`src/rtl/renkon_sched_pkg.sv`:
```
// Shared types for the renkon layer scheduler: descriptor layout, FSM states
// and the saturating counter helper.
package renkon_sched_pkg;

  localparam int LWIDTH  = 16;
  localparam int IMGSIZE = 12;
  localparam int NETSIZE = 12;

  typedef struct packed {
    logic [LWIDTH-1:0]  total_out;
    logic [LWIDTH-1:0]  total_in;
    logic [LWIDTH-1:0]  img_size;
    logic [LWIDTH-1:0]  fil_size;
    logic [LWIDTH-1:0]  pool_size;
    logic [IMGSIZE-1:0] input_addr;
    logic [IMGSIZE-1:0] output_addr;
    logic [NETSIZE-1:0] net_addr;
  } layer_desc_t;

  typedef enum logic [2:0] {
    IDLE = 3'd0,
    LOAD = 3'd1,
    REQ  = 3'd2,
    WAIT = 3'd3,
    NEXT = 3'd4,
    DONE = 3'd5
  } sched_state_t;

  function automatic logic [31:0] sat_inc32(input logic [31:0] v);
    return (v == 32'hFFFF_FFFF) ? v : v + 32'd1;
  endfunction

endpackage

```
`src/rtl/renkon_layer_sched_desc_table.sv`:
```
// Descriptor register file: one synchronous write port, one asynchronous read port.
// Contents are deliberately not reset; the host programs them before a run.
module renkon_desc_table
  import renkon_sched_pkg::*;
#(
  parameter int N_LAYER = 8
) (
  input  logic                       clk_i,
  input  logic                       we_i,
  input  logic [$clog2(N_LAYER)-1:0] wr_idx_i,
  input  layer_desc_t                wr_desc_i,
  input  logic [$clog2(N_LAYER)-1:0] rd_idx_i,
  output layer_desc_t                rd_desc_o
);

  layer_desc_t mem_q [N_LAYER];

  // Host write port
  always_ff @(posedge clk_i) begin
    if (we_i) begin
      mem_q[wr_idx_i] <= wr_desc_i;
    end
  end

  assign rd_desc_o = mem_q[rd_idx_i];

endmodule

```
`src/rtl/renkon_layer_sched.sv`:
```
// Layer scheduler: walks the descriptor table, hands each layer to renkon_top as a
// req/ack transaction, and reports one done/err pulse per run.
module renkon_layer_sched
  import renkon_sched_pkg::*;
#(
  parameter int N_LAYER = 8,
  parameter int TIMEOUT = 2**20
) (
  input  logic                       clk,
  input  logic                       rst,
  input  logic                       cfg_we,
  input  logic [$clog2(N_LAYER)-1:0] cfg_idx,
  input  layer_desc_t                cfg_desc,
  input  logic                       start,
  input  logic [$clog2(N_LAYER):0]   n_layer,
  input  logic                       abort,
  output logic                       busy,
  output logic                       done,
  output logic                       err,
  output logic [$clog2(N_LAYER)-1:0] cur_layer,
  output logic [31:0]                layer_cycles,
  output logic                       req,
  output logic [LWIDTH-1:0]          total_out,
  output logic [LWIDTH-1:0]          total_in,
  output logic [LWIDTH-1:0]          img_size,
  output logic [LWIDTH-1:0]          fil_size,
  output logic [LWIDTH-1:0]          pool_size,
  output logic [IMGSIZE-1:0]         input_addr,
  output logic [IMGSIZE-1:0]         output_addr,
  output logic [NETSIZE-1:0]         net_addr,
  input  logic                       ack
);

  localparam int IW = $clog2(N_LAYER);
  localparam int NW = IW + 1;

  sched_state_t  state_q;
  layer_desc_t   cfg_q;
  layer_desc_t   rd_desc;
  logic [IW-1:0] cur_layer_q;
  logic [NW-1:0] n_q;
  logic [NW-1:0] n_clamp_d;
  logic [31:0]   wait_cnt_q;
  logic [31:0]   wait_cnt_d;
  logic [31:0]   layer_cycles_q;
  logic          busy_q;
  logic          done_q;
  logic          err_q;
  logic          req_q;
  logic          tbl_we;
  logic          more_layers;

  // The table is frozen while a run is active so a layer cannot change under renkon_top.
  assign tbl_we      = cfg_we && (state_q == IDLE);
  assign n_clamp_d   = (n_layer > NW'(N_LAYER)) ? NW'(N_LAYER) : n_layer;
  assign wait_cnt_d  = sat_inc32(wait_cnt_q);
  assign more_layers = (NW'(cur_layer_q) + NW'(1)) < n_q;

  renkon_desc_table #(.N_LAYER(N_LAYER)) u_table (
    .clk_i     (clk),
    .we_i      (tbl_we),
    .wr_idx_i  (cfg_idx),
    .wr_desc_i (cfg_desc),
    .rd_idx_i  (cur_layer_q),
    .rd_desc_o (rd_desc)
  );

  // Run FSM with registered status, handshake and config outputs
  always_ff @(posedge clk) begin
    if (rst) begin
      state_q        <= IDLE;
      cfg_q          <= '0;
      cur_layer_q    <= '0;
      n_q            <= '0;
      wait_cnt_q     <= 32'd0;
      layer_cycles_q <= 32'd0;
      busy_q         <= 1'b0;
      done_q         <= 1'b0;
      err_q          <= 1'b0;
      req_q          <= 1'b0;
    end else begin
      req_q  <= 1'b0;
      done_q <= 1'b0;
      err_q  <= 1'b0;
      // Abort takes priority over a same-cycle ack, so no layer_cycles latch.
      if (abort && (state_q != IDLE) && (state_q != DONE)) begin
        state_q <= DONE;
        done_q  <= 1'b1;
        err_q   <= 1'b1;
        busy_q  <= 1'b0;
      end else begin
        case (state_q)
          IDLE: begin
            if (start) begin
              cur_layer_q <= '0;
              n_q         <= n_clamp_d;
              if (n_clamp_d == '0) begin
                state_q <= DONE;
                done_q  <= 1'b1;
              end else begin
                state_q <= LOAD;
                busy_q  <= 1'b1;
              end
            end
          end
          LOAD: begin
            cfg_q   <= rd_desc;
            req_q   <= 1'b1;
            state_q <= REQ;
          end
          REQ: begin
            wait_cnt_q <= 32'd0;
            state_q    <= WAIT;
          end
          WAIT: begin
            if (ack) begin
              layer_cycles_q <= wait_cnt_d;
              state_q        <= NEXT;
            end else if (wait_cnt_d == 32'(TIMEOUT)) begin
              state_q <= DONE;
              done_q  <= 1'b1;
              err_q   <= 1'b1;
              busy_q  <= 1'b0;
            end else begin
              wait_cnt_q <= wait_cnt_d;
            end
          end
          NEXT: begin
            if (more_layers) begin
              cur_layer_q <= cur_layer_q + IW'(1);
              state_q     <= LOAD;
            end else begin
              state_q <= DONE;
              done_q  <= 1'b1;
              busy_q  <= 1'b0;
            end
          end
          DONE: begin
            state_q <= IDLE;
          end
          default: begin
            state_q <= IDLE;
            busy_q  <= 1'b0;
          end
        endcase
      end
    end
  end

  assign busy         = busy_q;
  assign done         = done_q;
  assign err          = err_q;
  assign req          = req_q;
  assign cur_layer    = cur_layer_q;
  assign layer_cycles = layer_cycles_q;
  assign total_out    = cfg_q.total_out;
  assign total_in     = cfg_q.total_in;
  assign img_size     = cfg_q.img_size;
  assign fil_size     = cfg_q.fil_size;
  assign pool_size    = cfg_q.pool_size;
  assign input_addr   = cfg_q.input_addr;
  assign output_addr  = cfg_q.output_addr;
  assign net_addr     = cfg_q.net_addr;

endmodule

```
`config.mk`:
```
export PLATFORM = sky130hd
export DESIGN_NAME = renkon_layer_sched
export DESIGN_NICKNAME = d
export VERILOG_FILES = /design/src/rtl/renkon_sched_pkg.sv /design/src/rtl/renkon_layer_sched_desc_table.sv /design/src/rtl/renkon_layer_sched.sv
export SDC_FILE = /design/constraint.sdc
export NUM_CORES = 1
export LEC_CHECK = 0
export BUFFER_PORTS_ARGS = -buffer_cell sky130_fd_sc_hd__buf_2
export CORE_ASPECT_RATIO = 0.6
export CORE_UTILIZATION = 40
export CTS_CLUSTER_DIAMETER = 150
export CTS_CLUSTER_SIZE = 20
export DETAILED_ROUTE_END_ITERATION = 8
export SYNTH_ARGS = -nofsm -noshare
export SYNTH_HDL_FRONTEND = slang
export SYNTH_HIERARCHICAL = 1
export SYNTH_SLANG_ARGS = --single-unit
```
`constraint.sdc`:
```
create_clock -name clk -period 15 [get_ports clk]
set_input_delay 3 -clock clk [delete_from_list [all_inputs] [get_ports clk]]
set_output_delay 3 -clock clk [all_outputs]
set_load 0.01 [all_outputs]
```
==> results_dict.tcl, run 1 <==
set metrics [dict create \
    synth-async-reset-ratio_pct 0 \
    numPlacedInstances 4034 \
    grt_antenna_before_repair 18 \
    drt-pass1-iter-count 5 \
    cts_made_buffers 66 \
    grt_pass1_wl_mm 154 \
    wl_per_cell_um 24.5 \
    post_cts_resized 0 \
    drt_iter0_markers 1805 \
    clock_skew_ps 19.5 \
    yosysWarnings 6 \
    clock-sinks 1122 \
    switchingPower_w 0.00130 \
    hold_path.class "reg -> reg" \
    hold_buffers 0 \
    synth_cell_types 71 \
    htree_num_levels 3 \
    met2_length_mm 47.6 \
    dp_hpwl_mm 56.5 \
    clockPowerShare_pct 32.4 \
    grt-ovfl-total 0 \
    end_kind "flop" \
    core_area_mm2 0.108 \
    timing.hold.ws_ps 453 \
    clock-root-buffer "clkbuf_16" \
    synth_area_leaders "edfxtp_1 64%, mux4_2 11%, dfxtp_1 8.9%, mux2_2 3.0%, nand2_1 2.5%" \
    worstPathMaxFanout 59 \
    die_w_um 428 \
    start_util_pct 40.5 \
    place.gp.congestion 0.870 \
    avgSynthCellArea_um2 17.8 \
    dieArea_mm2 0.110 \
    via_per_inst 5.45 \
    fmax_mhz 192 \
    worst-path-buf-inv 3 \
    drtAntennaViolNets 0 \
    synth_commonest_cells "928 x edfxtp_1, 291 x nand2_1, 213 x mux4_2" \
    synth_enable_flop_cells 928 \
    worstMarginPinSlew_ps 1150 \
    crit_family "buffers and inverters" \
    finalMaxSlewViolations 0 \
    rsz0062_at_grt "no" \
    grt_max_degree 156 \
    vdd.ir_drop.worst_uv 64.0 \
    path_class "in -> reg" \
    nFillCells 9292 \
    power.density_mw_per_mm2 119 \
    insertion_delay_ps 660 \
    syn_inst 2452 \
    p_int_w 0.00447 \
    place_ws_ps 9060 \
    wl_met1_mm 47.9 \
    switching_share_pct 22.5 \
    synth_nets 2586 \
    final-instance-count-excl-fill 4161 \
    slew_headroom_pct 23.6 \
    crit_arrival_ps 5490 \
    area_delta_synth_final_pct 10.8 \
    final_nets 2811 \
    setup_viol 0 \
    synth_flop_cell "edfxtp_1" \
    min_period_ps 5220 \
    power.total_w 0.00577 \
    grtUsageTotal_pct 18.5 \
    start_kind "primary input" \
    io_buffer_count 283 \
    netlist.top_cell.by_area "edfxtp_1" \
    rows 93 \
    seq_area_frac_synth_pct 72.9 \
    ys_ff_latch 1122 \
    hold_viol 0 \
    clk_pin_slew_ps 80 \
    synth_top_area_share_pct 63.9 \
    die_y_um 258 \
    crit_path_frequent_cell "buf_4" \
    crit_chain "buf_2 > and2_1 > nand2b_1 > nor2_4 > buf_4 > buf_4" \
    top_layer "met5" \
    synth_most_common_cell "edfxtp_1" \
    cts_tree "done" \
    route.detailed.drc 0 \
    p_leak_nw 15.1 \
    num_vias 22700 \
    postCtsSetupBuffers 0 \
    comb_power_share_pct 6.6 \
    ioPinCount 284 \
    syn_area_mm2 0.0436 \
    wl_met3_mm 4.67 \
    tns_ps 0 \
    drv_cap 0 \
    cts.path.max_buffers 3 \
    p_seq_share_pct 61.0 \
    setup_slack_ps 9780 \
    crit_path_max_incr_delay_ps 950 \
    period_share_pct 34.8 \
    drive_gt1_share_pct 27.5 \
    first_global_vias 23400 \
    wl_mm 102 \
    critPathSlowestCell "buf_4" \
    required_ps 15270 \
    run_status "completed" \
]
==> worst paths after layout <==
check / from / end / slack, ps / cells after the start
setup reg to reg: wait_cnt_q[0] / wait_cnt_q[0] / 10310 / 11
setup / recovery: cfg_we / u_table/mem_q[2][114] / 9780 / 6
hold reg to reg: total_in[0] / total_in[0] / 450 / 2
hold / removal: total_in[0] / total_in[0] / 450 / 2
==> worst min-delay path: cells and delay by family, from the launching register on <==
| family | cells | cell delay, ps |
|---|---|---|
| and+or+nand+nor | 1 | 50 |
| DFF | 1 | 310 |
| AOI/OAI and AO/OA | 1 | 50 |
==> cell type report <==
| cell class | instances | area (um^2) | share of cell area, % |
|---|---|---|---|
| Sequential cell | 1122 | 31800 | 65.8 |
| Multi-Input combinational cell | 1169 | 11000 | 22.9 |
| Clock buffer | 114 | 1850 | 3.84 |
| Tap cell | 1425 | 1780 | 3.69 |
| Timing Repair Buffer | 309 | 1710 | 3.54 |
| Clock inverter | 7 | 87.6 | 0.181 |
| Inverter | 9 | 33.8 | 0.0700 |
| Antenna cell | 6 | 15.0 | 0.0311 |
==> layer usage <==
metal  vias to the layer above  track usage [%]
met5                         -                0
met4                         6             3.32
met3                       123             3.48
met2                       528             29.3
met1                     12000             26.9
li1                      10100                -
==> registers in the layout, indices dropped and copies added (netlist names) <==
register       count
state_q            3
img_size          16
total_out         16
input_addr        12
done               1
net_addr          12
n_q                4
total_in          16
layer_cycles      32
req                1
fil_size          16
u_table/mem_q    928
cur_layer          3
err                1
output_addr       12
wait_cnt_q        32
pool_size         16
busy               1
==> stage by stage <==
step | cell area (um^2) | utilization [%]
floorplan | 43600 | -
global placement | 46300 | 43.0
detailed placement | 46300 | 43.0
CTS | 48300 | 44.8
global route | 48300 | 44.8
finish | 48300 | 44.9
==> placed cells by master (no fill, tap or decap), drive strengths merged, types with 26 or more instances in the layout <==
cell,Yosys,routed
edfxtp,928,928
a21oi,159,159
mux2,119,119
buf,78,308
nand2,291,291
mux4,232,232
nand3,28,28
clkbuf,74,115
nor2,78,78
nor3,26,26
dfxtp,194,194
==> cells by family after synthesis <==
| family | Yosys count | synth area share, % |
|---|---|---|
| flops | 1122 | 72.9 |
| simple gates | 526 | 5.51 |
| mux | 358 | 15.4 |
| compound gates | 258 | 3.67 |
| buf+inv | 161 | 2.00 |
| xor+xnor | 22 | 0.442 |
| fa+ha+maj | 5 | 0.144 |
==> power by group through the flow <==
stage                     combinational (W)  clock [W]  sequential, W
after floorplan                    0.000213          0        0.00360
after global placement             0.000381          0        0.00359
after detailed placement           0.000390          0        0.00359
after CTS                          0.000391    0.00193        0.00352
after global routing               0.000419    0.00204        0.00353
final                              0.000380    0.00187        0.00352
(Power assumes the default switching activity.)
==> inputs of run 2 (changes only) <==
Clock period 15 ns to 5.5 ns, I/O delays scaled along.
==> run 2 against run 1 <==
Against the previous run: clock skew down 1.9 ps; clock power rose to 2.7 times the previous value; combinational power rose to 2.8 times the previous value; critical path depth up 5; flip-flop and latch count unchanged; count of clock-buffer cells in the layout down 3; routed wire length up 3.0%; cell count up 0.17%; largest cell class unchanged.
==> results_dict.tcl, run 2 (same netlist as run 1, synthesis figures left out) <==
set metrics [dict create \
    run_status "completed" \
    power.density_mw_per_mm2 324 \
    switchingPower_w 0.00355 \
    p_seq_share_pct 61.1 \
    p_int_w 0.0122 \
    final_nets 2820 \
    area_delta_synth_final_pct 11.2 \
    layout_commonest_cell "edfxtp_1" \
    crit_start "wait_cnt_q[1]" \
    first_global_vias 23300 \
    finalMaxSlewViolations 0 \
    grtUsageTotal_pct 19.0 \
    clock-root-buffer "clkbuf_16" \
    clock_skew_ps 17.6 \
    ioPinCount 284 \
    cts_tree "done" \
    setup_slack_ps 825 \
    wl_mm 105 \
    io_buffer_count 283 \
    vdd.ir_drop.worst_uv 242 \
    insertion_delay_ps 660 \
    core_area_mm2 0.108 \
    wl_per_cell_um 25.2 \
    place.gp.congestion 0.836 \
    fmax_mhz 214 \
    comb_power_share_pct 6.8 \
    min_period_ps 4670 \
    num_vias 22900 \
    slew_headroom_pct 25.5 \
    switching_share_pct 22.6 \
    via_per_inst 5.50 \
    required_ps 6060 \
    r2r_start "wait_cnt_q[1]" \
    drt-pass1-iter-count 7 \
    regMostFlops "u_table/mem_q" \
    postCtsSetupBuffers 0 \
    setup_viol 0 \
    worstHoldStart "img_size[8]" \
    numPlacedInstances 4043 \
    grt-ovfl-total 0 \
    post_cts_resized 0 \
    worstMarginPinSlew_ps 1110 \
    grt_antenna_before_repair 24 \
    grt_max_degree 126 \
    place_ws_ps 916 \
    htree_num_levels 3 \
    period_share_pct 85.0 \
    drive_gt1_share_pct 27.8 \
    dp_hpwl_mm 57.9 \
    start_util_pct 40.5 \
    clockPowerShare_pct 32.1 \
    rows 93 \
    rsz0062_at_grt "no" \
    hold_path.class "reg -> reg" \
    most-common-layout-cells "928 x edfxtp_1, 291 x nand2_1, 282 x buf_2, 213 x mux4_2, 191 x dfxtp_1" \
    worstPathMaxFanout 10 \
    clock-sinks 1122 \
    final-instance-count-excl-fill 4168 \
    die_y_um 258 \
    drt_iter0_markers 1959 \
    end_kind "flop" \
    largest_reg_flops 928 \
    cts_made_buffers 66 \
    dieArea_mm2 0.110 \
    route.detailed.drc 0 \
    drtAntennaViolNets 0 \
    crit_arrival_ps 5230 \
    start_kind "flop" \
    cts.path.max_buffers 3 \
    grt_pass1_wl_mm 157 \
    p_leak_nw 15.2 \
    drv_cap 0 \
    path_class "reg -> reg" \
    hold_viol 0 \
    clk_pin_slew_ps 90 \
    die_w_um 428 \
    hold_buffers 0 \
]
[run 2: final cells by class]
| class | instances | area (um^2) |
|---|---|---|
| clock buffers | 111 | 1820 |
| diodes | 7 | 17.5 |
| flip-flops and latches | 1122 | 31800 |
| multi-input cells | 1169 | 11000 |
| inverters | 9 | 33.8 |
| repair buffers | 318 | 1920 |
| clock inverters | 7 | 91.3 |
| well taps | 1425 | 1780 |
| fillers | 9297 | 59200 |
[run 2: worst paths after layout]
path / to / slack [ps] / depth (start not counted)
max: wait_cnt_q[1] / 830 / 11
min: img_size[8] / 450 / 2
max reg2reg: wait_cnt_q[1] / 830 / 11
min reg2reg: img_size[8] / 450 / 2
[run 2: metal layers]
metal | track usage [%] | share of wire [%] | up-vias
li1 | - | - | 10100
met1 | 27.5 | 46 | 12100
met2 | 30.1 | 47 | 548
met3 | 3.77 | 5.8 | 122
met4 | 3.49 | 1.5 | 24
met5 | 0 | 0.14 | -
[run 2: power groups by stage]
stage	Clock (W)	Sequential (W)	Combinational (W)
floorplan	0	0.00982	0.000581
global placement	0	0.00978	0.00107
detailed placement	0	0.00979	0.00109
CTS	0.00523	0.00960	0.00110
global route	0.00551	0.00963	0.00118
finish	0.00504	0.00960	0.00107
[run 2: metrics by stage]
| step | util, % | cell area (um^2) | total power [W] | hold slack, ps | setup TNS, ps |
|---|---|---|---|---|---|
| after floorplan | - | 43600 | 0.0104 | 436 | -933720 |
| after CTS | 45.0 | 48500 | 0.0159 | 455 | 0 |
| final | 45.0 | 48500 | 0.0157 | 452 | 0 |
| after detailed placement | 43.2 | 46500 | 0.0109 | 443 | 0 |
| after global placement | 43.2 | 46500 | 0.0109 | 439 | 0 |
| after global routing | 45.0 | 48500 | 0.0163 | 478 | 0 |
[run 2: critical path: stages, from the launching register on]
cell and delay [ps]:
dfxtp_1 470, ha_1 330, and4_1 440, nand4_1 260, a2111oi_0 710, buf_4 230
a32oi_1 120, a21oi_1 210, nand4_1 190, o31ai_4 650, or3_1 690, a2bb2o_4 260
==> inputs of run 3 (changes only) <==
Clock period 5.5 ns to 4.35 ns, I/O delays scaled along.
==> run 3 against run 2 <==
Against the previous run: sequential share of layout area fell by 0.54 points; fmax rose by 13%; clock skew rose by 9.9 ps; cell count rose by 0.89%; combinational power rose by 28%; global-route usage fell by 0.10 points; critical path depth rose by 2; total power rose by 27%; sequential power rose by 26%; clock power rose by 28%; setup slack got worse by 600 ps; critical path type unchanged; critical endpoint is now wait_cnt_q[31]; largest power group unchanged.
==> results_dict.tcl, run 3 (same netlist as run 1, synthesis figures left out) <==
set metrics [dict create \
    grt-ovfl-total 0 \
    ioPinCount 284 \
    grt_pass1_wl_mm 156 \
    place.gp.congestion 0.829 \
    worstMarginPinSlew_ps 1090 \
    drtAntennaViolNets 0 \
    crit_chain "ha_1 > and4_1 > and4_1 > buf_4 > nand4_1 > mux2_2 > nor3_2 > o2111ai_4 > o31ai_4 > a21oi_4 > buf_4 > mux2i_1 > nor2_1" \
    grtUsageTotal_pct 18.9 \
    run_status "completed" \
    cts_made_buffers 66 \
    insertion_delay_ps 660 \
    drt-pass1-iter-count 5 \
    numPlacedInstances 4075 \
    place_area_mm2 0.0469 \
    p_leak_nw 15.4 \
    finalInstanceArea_mm2 0.0489 \
    required_ps 4850 \
    drive_gt1_share_pct 28.8 \
    clock_skew_ps 27.5 \
    grt_antenna_before_repair 27 \
    start_util_pct 40.5 \
    route.detailed.drc 0 \
    largest_reg_flops 928 \
    dp_hpwl_mm 60.6 \
    wl_per_cell_um 24.9 \
    rsz0062_at_grt "no" \
    finalMaxSlewViolations 0 \
    place_ws_ps 245 \
    hold_viol 0 \
    period_share_pct 94.8 \
    power.density_mw_per_mm2 408 \
    core_area_mm2 0.108 \
    regMostFlops "u_table/mem_q" \
    end_kind "flop" \
    num_vias 23000 \
    worstPathMaxFanout 11 \
    cts_tree "done" \
    clock-root-buffer "clkbuf_16" \
    die_y_um 258 \
    min_period_ps 4120 \
    clock-sinks 1122 \
    min_path_cells 2 \
    vdd.ir_drop.worst_uv 237 \
    drt_iter0_markers 1649 \
    io_buffer_count 283 \
    final-instance-count-excl-fill 4205 \
    slew_headroom_pct 26.7 \
    start_kind "flop" \
    area_delta_synth_final_pct 12.2 \
    htree_num_levels 3 \
    wl_mm 105 \
    via_per_inst 5.47 \
    grt_max_degree 120 \
    most-common-layout-cells "928 x edfxtp_1, 291 x nand2_1, 282 x buf_2, 213 x mux4_2, 191 x dfxtp_1" \
    path_class "reg -> reg" \
    cts.path.max_buffers 3 \
    hold_path.class "reg -> reg" \
    die_w_um 428 \
    layout_commonest_cell "edfxtp_1" \
    r2r_cells 13 \
    first_global_vias 23800 \
    crit_path_max_incr_delay_ps 580 \
    critPathSlowestCell "o31ai_4" \
    final_nets 2855 \
    setup_viol 0 \
    fmax_mhz 243 \
    setup_slack_ps 227 \
    clk_pin_slew_ps 90 \
    rows 93 \
    dieArea_mm2 0.110 \
    drv_cap 0 \
    crit_arrival_ps 4620 \
]
-- run 3: where the power goes --
part	switching, W	internal (W)
Combinational	0.000880	0.000488
Sequential	0.000149	0.0120
Clock	0.00347	0.00299
-- run 3: layout make-up --
type                       count  area (um^2)
antenna                        9         22.5
clock inverter                 6         82.6
inverter                       9         33.8
tap                         1425         1780
multi-input combinational   1169        11100
timing repair buffer         353         2270
clock buffer                 112         1870
fill                        9194        58800
sequential                  1122        31800
-- run 3: final timing paths --
path                     to  slack, ps          start
min            total_out[0]        450   total_out[0]
max reg2reg  wait_cnt_q[31]        230  wait_cnt_q[0]
max          wait_cnt_q[31]        230  wait_cnt_q[0]
min reg2reg    total_out[0]        450   total_out[0]
-- run 3: worst max-delay path, delay by kind of cell, from the launching register on --
family	cells	cell delay, ps
AO/OA/AOI/OAI	3	1020
adder cells (fa/ha/maj)	1	320
buffers and inverters	2	430
flip-flops	1	470
multiplexers	2	490
AND/OR/NAND/NOR	5	1210
-- run 3: routing by layer --
| layer | track usage [%] | vias to the layer above | part of all wire [%] |
|---|---|---|---|
| met5 | 0 | - | 0.15 |
| met1 | 27.0 | 12200 | 46 |
| li1 | - | 10200 | - |
| met2 | 30.0 | 487 | 47 |
| met4 | 3.99 | 24 | 1.6 |
| met3 | 3.85 | 127 | 5.1 |
-- run 3: repair_timing --
item	CTS	global route
endpoints found under the setup margin	0	7
hold buffers	0	0
buffers inserted	0	3
hold endpoints to repair	0	0
gates resized for setup	0	1
-- run 3: through the flow --
step	utilization (%)	hold WS, ps	power (W)	setup TNS (ps)
after floorplan	-	436	0.0131	-211030
after global placement	43.6	440	0.0137	0
after detailed placement	43.6	443	0.0138	0
after CTS	45.4	416	0.0202	0
after global routing	45.4	437	0.0207	0
final	45.4	455	0.0200	0
